--- src/rtl/issue_buffer.sv ---
// rtl/issue_buffer.sv - in-order circular instruction buffer with hazard-aware group issue
// Accepts up to FETCH_W instructions per cycle and issues the longest legal in-order group of up to ISSUE_W.
module issue_buffer #(
    parameter int FETCH_W   = 2,
    parameter int ISSUE_W   = 2,
    parameter int DEPTH     = 8,
    parameter int PAYLOAD_W = 64,
    parameter int CNT_W     = 32
) (
    input  logic                           clk,
    input  logic                           rst,
    input  logic                           flush,
    input  logic [FETCH_W-1:0]             in_valid,
    input  logic [FETCH_W*PAYLOAD_W-1:0]   in_payload,
    input  logic [FETCH_W*5-1:0]           in_dst,
    input  logic [FETCH_W*5-1:0]           in_src_a,
    input  logic [FETCH_W*5-1:0]           in_src_b,
    input  logic [FETCH_W-1:0]             in_wr,
    input  logic [FETCH_W-1:0]             in_is_branch,
    output logic                           in_ready,
    output logic [ISSUE_W-1:0]             out_valid,
    output logic [ISSUE_W*PAYLOAD_W-1:0]   out_payload,
    input  logic                           issue_stall,
    output logic [$clog2(DEPTH):0]         count,
    output logic [CNT_W-1:0]               multi_issue_cnt,
    output logic [CNT_W-1:0]               hazard_split_cnt
);

    localparam int AW = $clog2(DEPTH);
    localparam int CW = AW + 1;

    logic [PAYLOAD_W-1:0] r_payload [DEPTH];
    logic [4:0]           r_dst     [DEPTH];
    logic [4:0]           r_src_a   [DEPTH];
    logic [4:0]           r_src_b   [DEPTH];
    logic [DEPTH-1:0]     r_wr;
    logic [DEPTH-1:0]     r_br;

    logic [AW-1:0]        r_head;
    logic [AW-1:0]        r_tail;
    logic [CW-1:0]        r_count;
    logic [CNT_W-1:0]     r_multi_cnt;
    logic [CNT_W-1:0]     r_hazard_cnt;

    logic                 w_enq_ok;
    logic                 w_do_deq;
    logic [CW-1:0]        w_enq_n;
    logic [CW-1:0]        w_deq_n;
    logic [AW-1:0]        w_idx [ISSUE_W];
    logic [ISSUE_W-1:0]   w_out_valid;
    logic                 w_hazard_cut;
    logic                 w_chain;
    logic                 w_br_seen;
    logic                 w_present;
    logic                 w_raw;
    logic                 w_waw;

    // Readiness looks only at registered occupancy, never at this cycle's dequeue.
    assign in_ready = ((CW'(DEPTH) - r_count) >= CW'(FETCH_W));
    assign w_enq_ok = in_ready && !flush;
    assign w_do_deq = !issue_stall && !flush;
    assign count            = r_count;
    assign multi_issue_cnt  = r_multi_cnt;
    assign hazard_split_cnt = r_hazard_cnt;
    assign out_valid        = w_out_valid;

    always_comb begin
        w_enq_n = '0;
        if (w_enq_ok) begin
            for (int k = 0; k < FETCH_W; k++) begin
                w_enq_n = w_enq_n + CW'(in_valid[k]);
            end
        end
    end

    // Group selection walks slots from the head; the first illegal slot ends the group.
    always_comb begin
        w_out_valid  = '0;
        w_hazard_cut = 1'b0;
        w_chain      = 1'b1;
        w_br_seen    = 1'b0;
        w_present    = 1'b0;
        w_raw        = 1'b0;
        w_waw        = 1'b0;
        out_payload  = '0;
        for (int k = 0; k < ISSUE_W; k++) begin
            w_idx[k]  = r_head + AW'(k);
            w_present = (CW'(k) < r_count);
            w_raw     = 1'b0;
            w_waw     = 1'b0;
            for (int j = 0; j < k; j++) begin
                if (r_wr[w_idx[j]]) begin
                    if (r_src_a[w_idx[k]] != 5'd0 && r_src_a[w_idx[k]] == r_dst[w_idx[j]])
                        w_raw = 1'b1;
                    if (r_src_b[w_idx[k]] != 5'd0 && r_src_b[w_idx[k]] == r_dst[w_idx[j]])
                        w_raw = 1'b1;
                    if (r_wr[w_idx[k]] && r_dst[w_idx[k]] != 5'd0 &&
                        r_dst[w_idx[k]] == r_dst[w_idx[j]])
                        w_waw = 1'b1;
                end
            end
            out_payload[k*PAYLOAD_W +: PAYLOAD_W] = r_payload[w_idx[k]];
            if (w_chain) begin
                if (w_present && !w_br_seen && !w_raw && !w_waw) begin
                    w_out_valid[k] = 1'b1;
                    w_br_seen      = r_br[w_idx[k]];
                end else begin
                    w_hazard_cut = w_present && !w_br_seen;
                    w_chain      = 1'b0;
                end
            end
        end
    end

    always_comb begin
        w_deq_n = '0;
        if (w_do_deq) begin
            for (int k = 0; k < ISSUE_W; k++) begin
                w_deq_n = w_deq_n + CW'(w_out_valid[k]);
            end
        end
    end

    always_ff @(posedge clk) begin
        if (!rst && w_enq_ok) begin
            for (int k = 0; k < FETCH_W; k++) begin
                if (in_valid[k]) begin
                    r_payload[r_tail + AW'(k)] <= in_payload[k*PAYLOAD_W +: PAYLOAD_W];
                    r_dst[r_tail + AW'(k)]     <= in_dst[k*5 +: 5];
                    r_src_a[r_tail + AW'(k)]   <= in_src_a[k*5 +: 5];
                    r_src_b[r_tail + AW'(k)]   <= in_src_b[k*5 +: 5];
                    r_wr[r_tail + AW'(k)]      <= in_wr[k];
                    r_br[r_tail + AW'(k)]      <= in_is_branch[k];
                end
            end
        end
    end

    always_ff @(posedge clk) begin
        if (rst) begin
            r_head       <= '0;
            r_tail       <= '0;
            r_count      <= '0;
            r_multi_cnt  <= '0;
            r_hazard_cnt <= '0;
        end else if (flush) begin
            r_head  <= '0;
            r_tail  <= '0;
            r_count <= '0;
        end else begin
            r_tail  <= r_tail + AW'(w_enq_n);
            r_head  <= r_head + AW'(w_deq_n);
            r_count <= r_count + w_enq_n - w_deq_n;
            if (w_do_deq && w_deq_n > CW'(1))
                r_multi_cnt <= r_multi_cnt + 1'b1;
            if (w_do_deq && w_hazard_cut)
                r_hazard_cnt <= r_hazard_cnt + 1'b1;
        end
    end

endmodule
--- config.mk ---
export PLATFORM = sky130hd
export DESIGN_NAME = issue_buffer
export DESIGN_NICKNAME = d
export VERILOG_FILES = /design/src/rtl/issue_buffer.sv
export SDC_FILE = /design/constraint.sdc
export NUM_CORES = 1
export LEC_CHECK = 0
export CORE_ASPECT_RATIO = 1.5
export CORE_MARGIN = 2
export CORE_UTILIZATION = 53
export CTS_CLUSTER_DIAMETER = 150
export DETAILED_ROUTE_END_ITERATION = 10
export MAX_ROUTING_LAYER = met4
export PLACE_DENSITY = 0.86
export SLEW_MARGIN = 20
export SYNTH_ARGS = -nofsm -noshare
export SYNTH_HDL_FRONTEND = slang
export SYNTH_SLANG_ARGS = --single-unit
export TNS_END_PERCENT = 50
--- constraint.sdc ---
create_clock -name clk -period 5.5 [get_ports clk]
set_input_delay 1.1 -clock clk [delete_from_list [all_inputs] [get_ports clk]]
set_output_delay 1.1 -clock clk [all_outputs]
set_load 0.005 [all_outputs]
Yosys cells after proc, flatten, opt, wreduce, memory -nomap -nowiden
Memories as Yosys holds them, arrays and structs flattened. A register that Yosys moved wholly into a read port is not among the register bits. Cells that the tools add are included.

Register bits: 90. RAM bits: 632. Bits of input ports: 168. Output and inout port bits: 199. Word-level logic and storage cells: 103. Memories: 4.

Memory list: r_payload (depth 8, bits a word 64, read ports 2, clocked after memory_dff 1, wr ports 2, RTL line 32) `logic [PAYLOAD_W-1:0] r_payload [DEPTH];`; r_dst (depth 8, bits a word 5, read ports 2, clocked after memory_dff 1, wr ports 2, RTL line 33) `logic [4:0] r_dst [DEPTH];`; r_src_a (depth 8, bits a word 5, read ports 1, clocked after memory_dff 0, wr ports 2, RTL line 34) `logic [4:0] r_src_a [DEPTH];`; r_src_b (depth 8, bits a word 5, read ports 1, clocked after memory_dff 0, wr ports 2, RTL line 35) `logic [4:0] r_src_b [DEPTH];`.

$add $sub $neg: 11. Order comparisons: 10. Equality and inequality tests: 3. Mux-type cells: 41. Bitwise operators: 1. Reductions and logical operators: 26.

Operators by type and width (number): $add A32 B1 Y32 const B (2); $mux W8 (6); $bwmux W8 (4); $mux W1 (22); $lt A3 B4 Y1 const B (4); $eq A5 B5 Y1 (3); $reduce_bool A5 Y1 (3); $logic_and A1 B1 Y1 (14); $bmux W1 S3 (3); $lt A1 B4 Y1 const A (2); $add A3 B1 Y3 const B (2); $demux W1 S3 (2); $ge A3 B1 Y1 const B (2); $logic_not A1 Y1 (6); $mux W3 (2); $add A1 B1 Y2 (2); $add A4 B2 Y4 (1); $ge A4 B2 Y1 const B (1); $gt A4 B1 Y1 const B (1); $mux W2 (2); $reduce_and A2 Y1 (2); $sub A4 B4 Y4 (1); $sub A4 B4 Y4 const A (1); $add A3 B2 Y3 (1); other kinds (3) (3).

Depth between registers and ports, before layout
Gate-level depths: netlist of run 1. An unclocked memory read counts as a cell.

Depth after elaboration: 17. Depth in mapped cells: 23. Gate-level depth less buffers: 16.

Least setup slack after synthesis of run 1
OpenSTA, ideal clock, no wires.

Kind: input to register. Start point: input port in_valid[1]. End point: memory r_dst[3][0], enable pin. Library setup time: 0.542 ns. Arrival time: 5.433 ns. Required time: 4.958 ns. Setup slack: -0.475 ns. Cell stages on the path: 4. Buffers on the path: 0. Cell sequence: nand2_1 > nor3_1 > inv_1 > a21oi_1.

RTL lines: start, declared (RTL line 13) `input logic [FETCH_W-1:0] in_valid,`; end, declared (RTL line 33).

Worst setup path in the final report of run 1
Start point: register r_head[1]. End point: output port out_payload[69].

Longest elaborated chain between the ends: 2.

Ends and longest elaborated chain: start, declared (RTL line 39) `logic [AW-1:0] r_head;`; start signal, assigned (RTL line 152) `r_head <= r_head + AW'(w_deq_n);`; $add A3 B1 Y3 (RTL line 87) `w_idx[k] = r_head + AW'(k);`; $mem_v2 Z8 W64; end, declared (RTL line 22) `output logic [ISSUE_W*PAYLOAD_W-1:0] out_payload,`.

Every way passes these cells.

==> results of run 1 <==
## routing by layer
layer | vias to the layer above | track usage
met1 | 14300 | 0.354
li1 | 11800 | -
met2 | 1705 | 0.510
met5 | - | -
met4 | 0 | 0.159
met3 | 301 | 0.0613
## synth_stat cells (3+ instances only)
cell type,count,area [µm²]
mux2_2,700,7880
edfxtp_1,648,19500
mux4_2,301,6780
nand2_1,238,893
clkbuf_1,120,450
a21oi_1,78,390
dfxtp_1,74,1480
buf_1,72,270
or4_1,56,420
o31ai_1,54,405
mux2i_1,50,500
nor2_1,35,131
nand3_1,34,170
xor2_1,26,228
nor3_1,24,120
inv_1,23,86.3
nand4_1,21,131
xnor2_1,21,184
o21ai_0,19,95.1
and3_1,18,113
buf_2,17,85.1
ha_1,14,175
nor4_1,12,75.1
or3_1,12,75.1
and2_1,11,68.8
o22ai_1,11,68.8
nand2b_1,7,43.8
nor2b_1,7,43.8
and4_1,5,43.8
buf_6,5,56.3
o21ba_2,5,50.1
o31a_1,5,43.8
a211oi_1,4,30.0
fa_1,4,80.1
buf_4,3,22.5
## state kept, by name (all words and copies together), names as in the netlist, 4 cells and up
name              count
r_payload           512
r_dst                40
r_src_a              40
r_src_b              40
hazard_split_cnt     32
multi_issue_cnt      32
r_br                  8
r_wr                  8
count                 4
## what timing repair did
item                       in CTS  in global routing
gates cloned                    2                  1
buffers inserted                0                  3
pin swaps                       0                  2
resized for setup               4                  5
setup endpoints to repair       1                  1
## kinds of logic (layout without fill, tap and decap cells)
logic type	after synthesis	in the layout
and+or+nand+nor	486	486
adders and majority gates	18	18
xor gates and xnor gates	47	47
AOI/OAI and AO/OA	195	195
muxes	1051	1051
DFF	722	722
other	0	32
buffers and inverters	242	584
## where the power goes
group	internal (µW)	switching, µW	leakage [µW]
logic	1290	1190	0.00805
clock network	2730	2200	0.00113
registers	6170	93.9	0.00645
## through the flow
| stage | hold slack (ps) | util | total power [µW] | std cells | worst slack [ps] |
|---|---|---|---|---|---|
| 6_report | 479 | 0.631 | 13700 | 4151 | 311 |
| 2_1_floorplan | 468 | - | 7800 | 2761 | -404 |
| 5_1_grt | 501 | 0.631 | 14100 | 4149 | 109 |
| 3_3_place_gp | 458 | 0.599 | 8720 | 3982 | 696 |
| 4_1_cts | 482 | 0.629 | 13700 | 4115 | 14.1 |
| 3_5_place_dp | 474 | 0.599 | 8800 | 3982 | 636 |
## path summary, 6_finish.rpt
| kind | startpoint | endpoint | slack, ps | depth (start not counted) |
|---|---|---|---|---|
| setup / recovery | r_head[1] | out_payload[69] | 310 | 7 |
| hold / removal | hazard_split_cnt[31] | hazard_split_cnt[31] | 480 | 2 |
| setup reg to reg | r_head[1] | count[2] | 680 | 16 |
| hold reg to reg | hazard_split_cnt[31] | hazard_split_cnt[31] | 480 | 2 |
## worst max-delay path, cell delays in order, from the launching register on
cell	delay (ps)
dfxtp_4	400
ha_4	400
buf_6	410
buf_4	830
mux4_2	610
nand2_1	90
nand2_1	60
clkdlybuf4s50_1	550
## cell type report
| type | instances | area [µm²] |
|---|---|---|
| repair buffers | 428 | 4520 |
| inverters | 25 | 97.6 |
| well taps | 1016 | 1270 |
| clock inverters | 35 | 324 |
| clock buffers | 96 | 1970 |
| diodes | 32 | 80.1 |
| fillers | 5412 | 28500 |
| flip-flops and latches | 722 | 21000 |
| multi-input cells | 1797 | 19700 |
==> metrics.txt, run 1 <==
Std-Cell Rows=between 100 and 150; final std cell area, no fill=0.0489 mm²; met3 wire length=11.0 mm; Setup CP Type=register to output pin; Area Growth Syn to Fin=18.1%; warnings from Yosys=0; core box area=0.0774 mm²; Die X=232 µm; H-tree levels=3; Synth Area in Compound Gates=0.0301; critical path arrival=4090 ps; die area=0.0804 mm²; Leakage=around 0.016 µW; DP Wirelength=72.6 mm; Post-Synth Simple-Gate Area=0.0574; most frequent cells in the layout=mux2_2 (700), edfxtp_1 (648), clkdlybuf4s50_1 (364); cell area after synthesis=0.0414 mm²; Ports=367; vias in the first global route=29100; Seq/Total Area, Yosys=0.506; VDD IR max=between 0.2 and 0.3 mV; global-route wire length before repair=180 mm; routed wire length=122 mm; Pre-antenna DRT Iters=8; Post-synth ARST share=0; die height=346 µm; Total GRT Usage=0.308; Worst-Skew Late Latency=between 600 and 700 ps; Post-synth EDFFs=between 600 and 700; DR vias=28100; wire length per cell=29.3 µm; nets@finish=3232; Reg clk slew, reported paths=60 ps; TritonCTS clock tree=done; setup TNS=0 ps; Critical Path Fanout Max=45; post-route antenna net violation count=0; final-report max-slew violation count=0; outcome=finished, final reports clean; Met2 Wirelength=approximately 62 mm; grt ovf=0; largest family of logic cells by synthesized area=multiplexers; drt via density=6.77; Post-Synthesis Cells=2761; # Max-Cap Violations=0; # DRC=0; syn_area_per_cell=approximately 15 µm²; DRT met1 WL=between 40 and 50 mm; clk sink count=722; Worst Tran Pin Value=1130 ps; Worst setup EP type=output pin; f_max=0.193 GHz; Slew headroom=0.249; 1st-iter DRT viols=2812; top_reg_cell synth=edfxtp_1; XOR/XNOR share of the synthesized area=0.00995; critical path startpoint category=register; Final min period=about 5200 ps; share of layout cells above drive strength 1=0.388; commonest non-fill, non-tap cell in the layout=mux2_2; synthesized net count=2947; cts hold-fix bufs=0; Synth cell types=54; final setup fails=0; Period Utilization, post-route=0.943; largest net degree at the start of global routing=approximately 130; Placer Congestion=0.972; hold crit path type=register to register; mux contribution to synthesized area=0.367; clk_skew=25.1 ps; clk root buf=clkbuf_16; CTS Buffer Depth=3; max layer used=met4; initial antenna violation count=29; PortBufs=366; power per cell area=~280 mW/mm²; Hold Vio Cnt, Final=0; dpl cell area=approximately 0.046 mm²; Yosys reg bits=722; Num CTS Buffers=72; RSZ-0062 raised after global routing=no; Synth Area in Adders=0.00617; worst path required time=about 4400 ps; Starting Density=0.534
No activity file was read; power rests on OpenSTA's default activity.
==> run 2, diff against run 1 <==
- CORE_UTILIZATION: 53 -> 55
- CTS_BUF_LIST: not set -> sky130_fd_sc_hd__clkbuf_4 sky130_fd_sc_hd__clkbuf_8
- PLACE_DENSITY: 0.86 -> 0.89
==> run 2 against run 1 <==
Compared with the run above: worst hold slack improved by 1.7 ps; flip-flop and latch count unchanged; clock power decreased by 7.1%; clock skew increased by 2.8 ps; routed wire length increased by 0.17%; sequential share of layout area increased by 0.13 points; final cell count increased by 1.4%; non-clock buffer count increased by 10; die area decreased by 3.6%; largest cell class unchanged.
==> metrics.txt, run 2 (synthesized netlist as in run 1, its figures left out) <==
R2R Path End=count[2]; vias in the first global route=a little under 30000; Hold EP=multi_issue_cnt[31]; Logic pwr share=0.186; worst r2r src=r_head[1]; CTS Buffer Depth=3; # Max-Cap Violations=0; final std cell area, no fill=0.0487 mm²; largest register by flop count=r_payload; outcome=finished, final reports clean; worst path required time=about 4400 ps; Final Power=13300 µW; Worst setup EP type=output pin; Pre-antenna DRT Iters=6; max reg flops=512; internal power=9820 µW; cts hold-fix bufs=0; Final min period=5340 ps; Num CTS Buffers=about 110; Sw Share=0.263; Placer Congestion=0.947; core box area=0.0748 mm²; die height=340 µm; grt ovf=0; Inst Count DP=approximately 4000; 1st-iter DRT viols=between 3000 and 4000; Worst R2R Setup Slack=580 ps; final-report max-slew violation count=0; critical path startpoint category=register; PortBufs=366; Worst-Skew Late Latency=770 ps; DR vias=28500; Ports=about 370; global-route wire length before repair=182 mm; Starting Density=0.553; post-layout util=0.651; drt via density=6.78; H-tree levels=3; Std-Cell Rows=123; hold path depth=2; clk_skew=~28 ps; Post-CTS Setup Inserts=0; nets@finish=3279; power per cell area=274 mW/mm²; f_max=0.187 GHz; TritonCTS clock tree=done; Critical Path Fanout Max=28; Die X=228 µm; largest net degree at the start of global routing=129; share of layout cells above drive strength 1=0.401; initial antenna violation count=21; Clock Power Share=0.344; Slew headroom=0.227; final setup fails=0; VDD IR max=0.247 mV; post-route antenna net violation count=0; Period Utilization, post-route=0.970; R2R depth=16; clk sink count=between 700 and 800; Total GRT Usage=0.322; wire length per cell=slightly below 30 µm; die area=0.0775 mm²; Reg clk slew, reported paths=60 ps; hold crit path type=register to register; sequential share of power=0.470; fin cells=approximately 4200; Leakage=0.0157 µW; Hold Vio Cnt, Final=0; commonest non-fill, non-tap cell in the layout=mux2_2; clk root buf=clkbuf_8; Setup CP Type=register to output pin; routed wire length=122 mm; Min-Delay Startpoint=multi_issue_cnt[31]; Psw=between 3000 and 4000 µW; # DRC=0; DP Wirelength=73.7 mm; Worst Tran Pin Value=1160 ps; RSZ-0062 raised after global routing=no; critical path arrival=4240 ps; Area Growth Syn to Fin=17.8%; dpl cell area=0.0464 mm²; most frequent cells in the layout=mux2_2 (700), edfxtp_1 (648), clkdlybuf4s50_1 (364); filler cell count in the final layout=5186
==> run 2: area by class of cell <==
cell class	count	area (µm²)	share of cell area
sequential	722	21000	0.430
multi-input combinational	1797	19700	0.404
timing repair buffer	438	4490	0.0921
clock buffer	133	1690	0.0347
tap	1000	1250	0.0257
clock inverter	71	514	0.0106
inverter	25	93.8	0.00193
antenna	24	60.1	0.00123
==> run 2: power groups by stage <==
stage	Clock, µW	Sequential, µW	Combinational, µW
after global routing	4850	6270	2630
after detailed placement	0	6370	2440
final	4590	6260	2480
after CTS	4620	6260	2470
after global placement	0	6360	2370
after floorplan	0	6350	1450
==> run 2: worst max-delay path by stage <==
stage | start | end | slack, ps | depth (start not counted)
global route | r_head[0] | out_payload[89] | 30 | 7
finish | r_head[1] | out_valid[1] | 160 | 9
detailed placement | r_head[0] | out_valid[1] | 600 | 10
global placement | r_head[0] | out_valid[1] | 670 | 10
CTS | r_head[0] | out_payload[89] | 110 | 7
floorplan | in_valid[0] | r_dst[6][0] | -400 | 3
==> run 2: metrics by stage <==
step	hold WS (ps)	setup WS, ps	setup TNS (ps)
after floorplan	468	-404	-95060
after global placement	459	668	0
after detailed placement	475	600	0
after CTS	486	107	0
after global routing	514	30.7	0
final	481	163	0
==> run 2: critical path, stage by stage, from the launching register on <==
cell,delay (ps)
dfxtp_4,360
buf_4,420
mux4_2,500
xor2_1,220
mux4_2,470
or4_1,540
a211oi_2,340
a311o_2,260
nor3_2,60
dlygate4sd2_1,290
==> run 2: routing by layer <==
metal,vias to the layer above,wire (µm),GRT usage
li1,11900,-,-
met1,14400,41800,0.367
met2,1866,61600,0.534
met3,416,11700,0.0674
met4,0,6710,0.171
met5,-,0,-
==> run 2: repair_timing <==
action | CTS | global route
endpoints found under the setup margin | 26 | 18
resized for setup | 8 | 2
gates cloned | 0 | 0
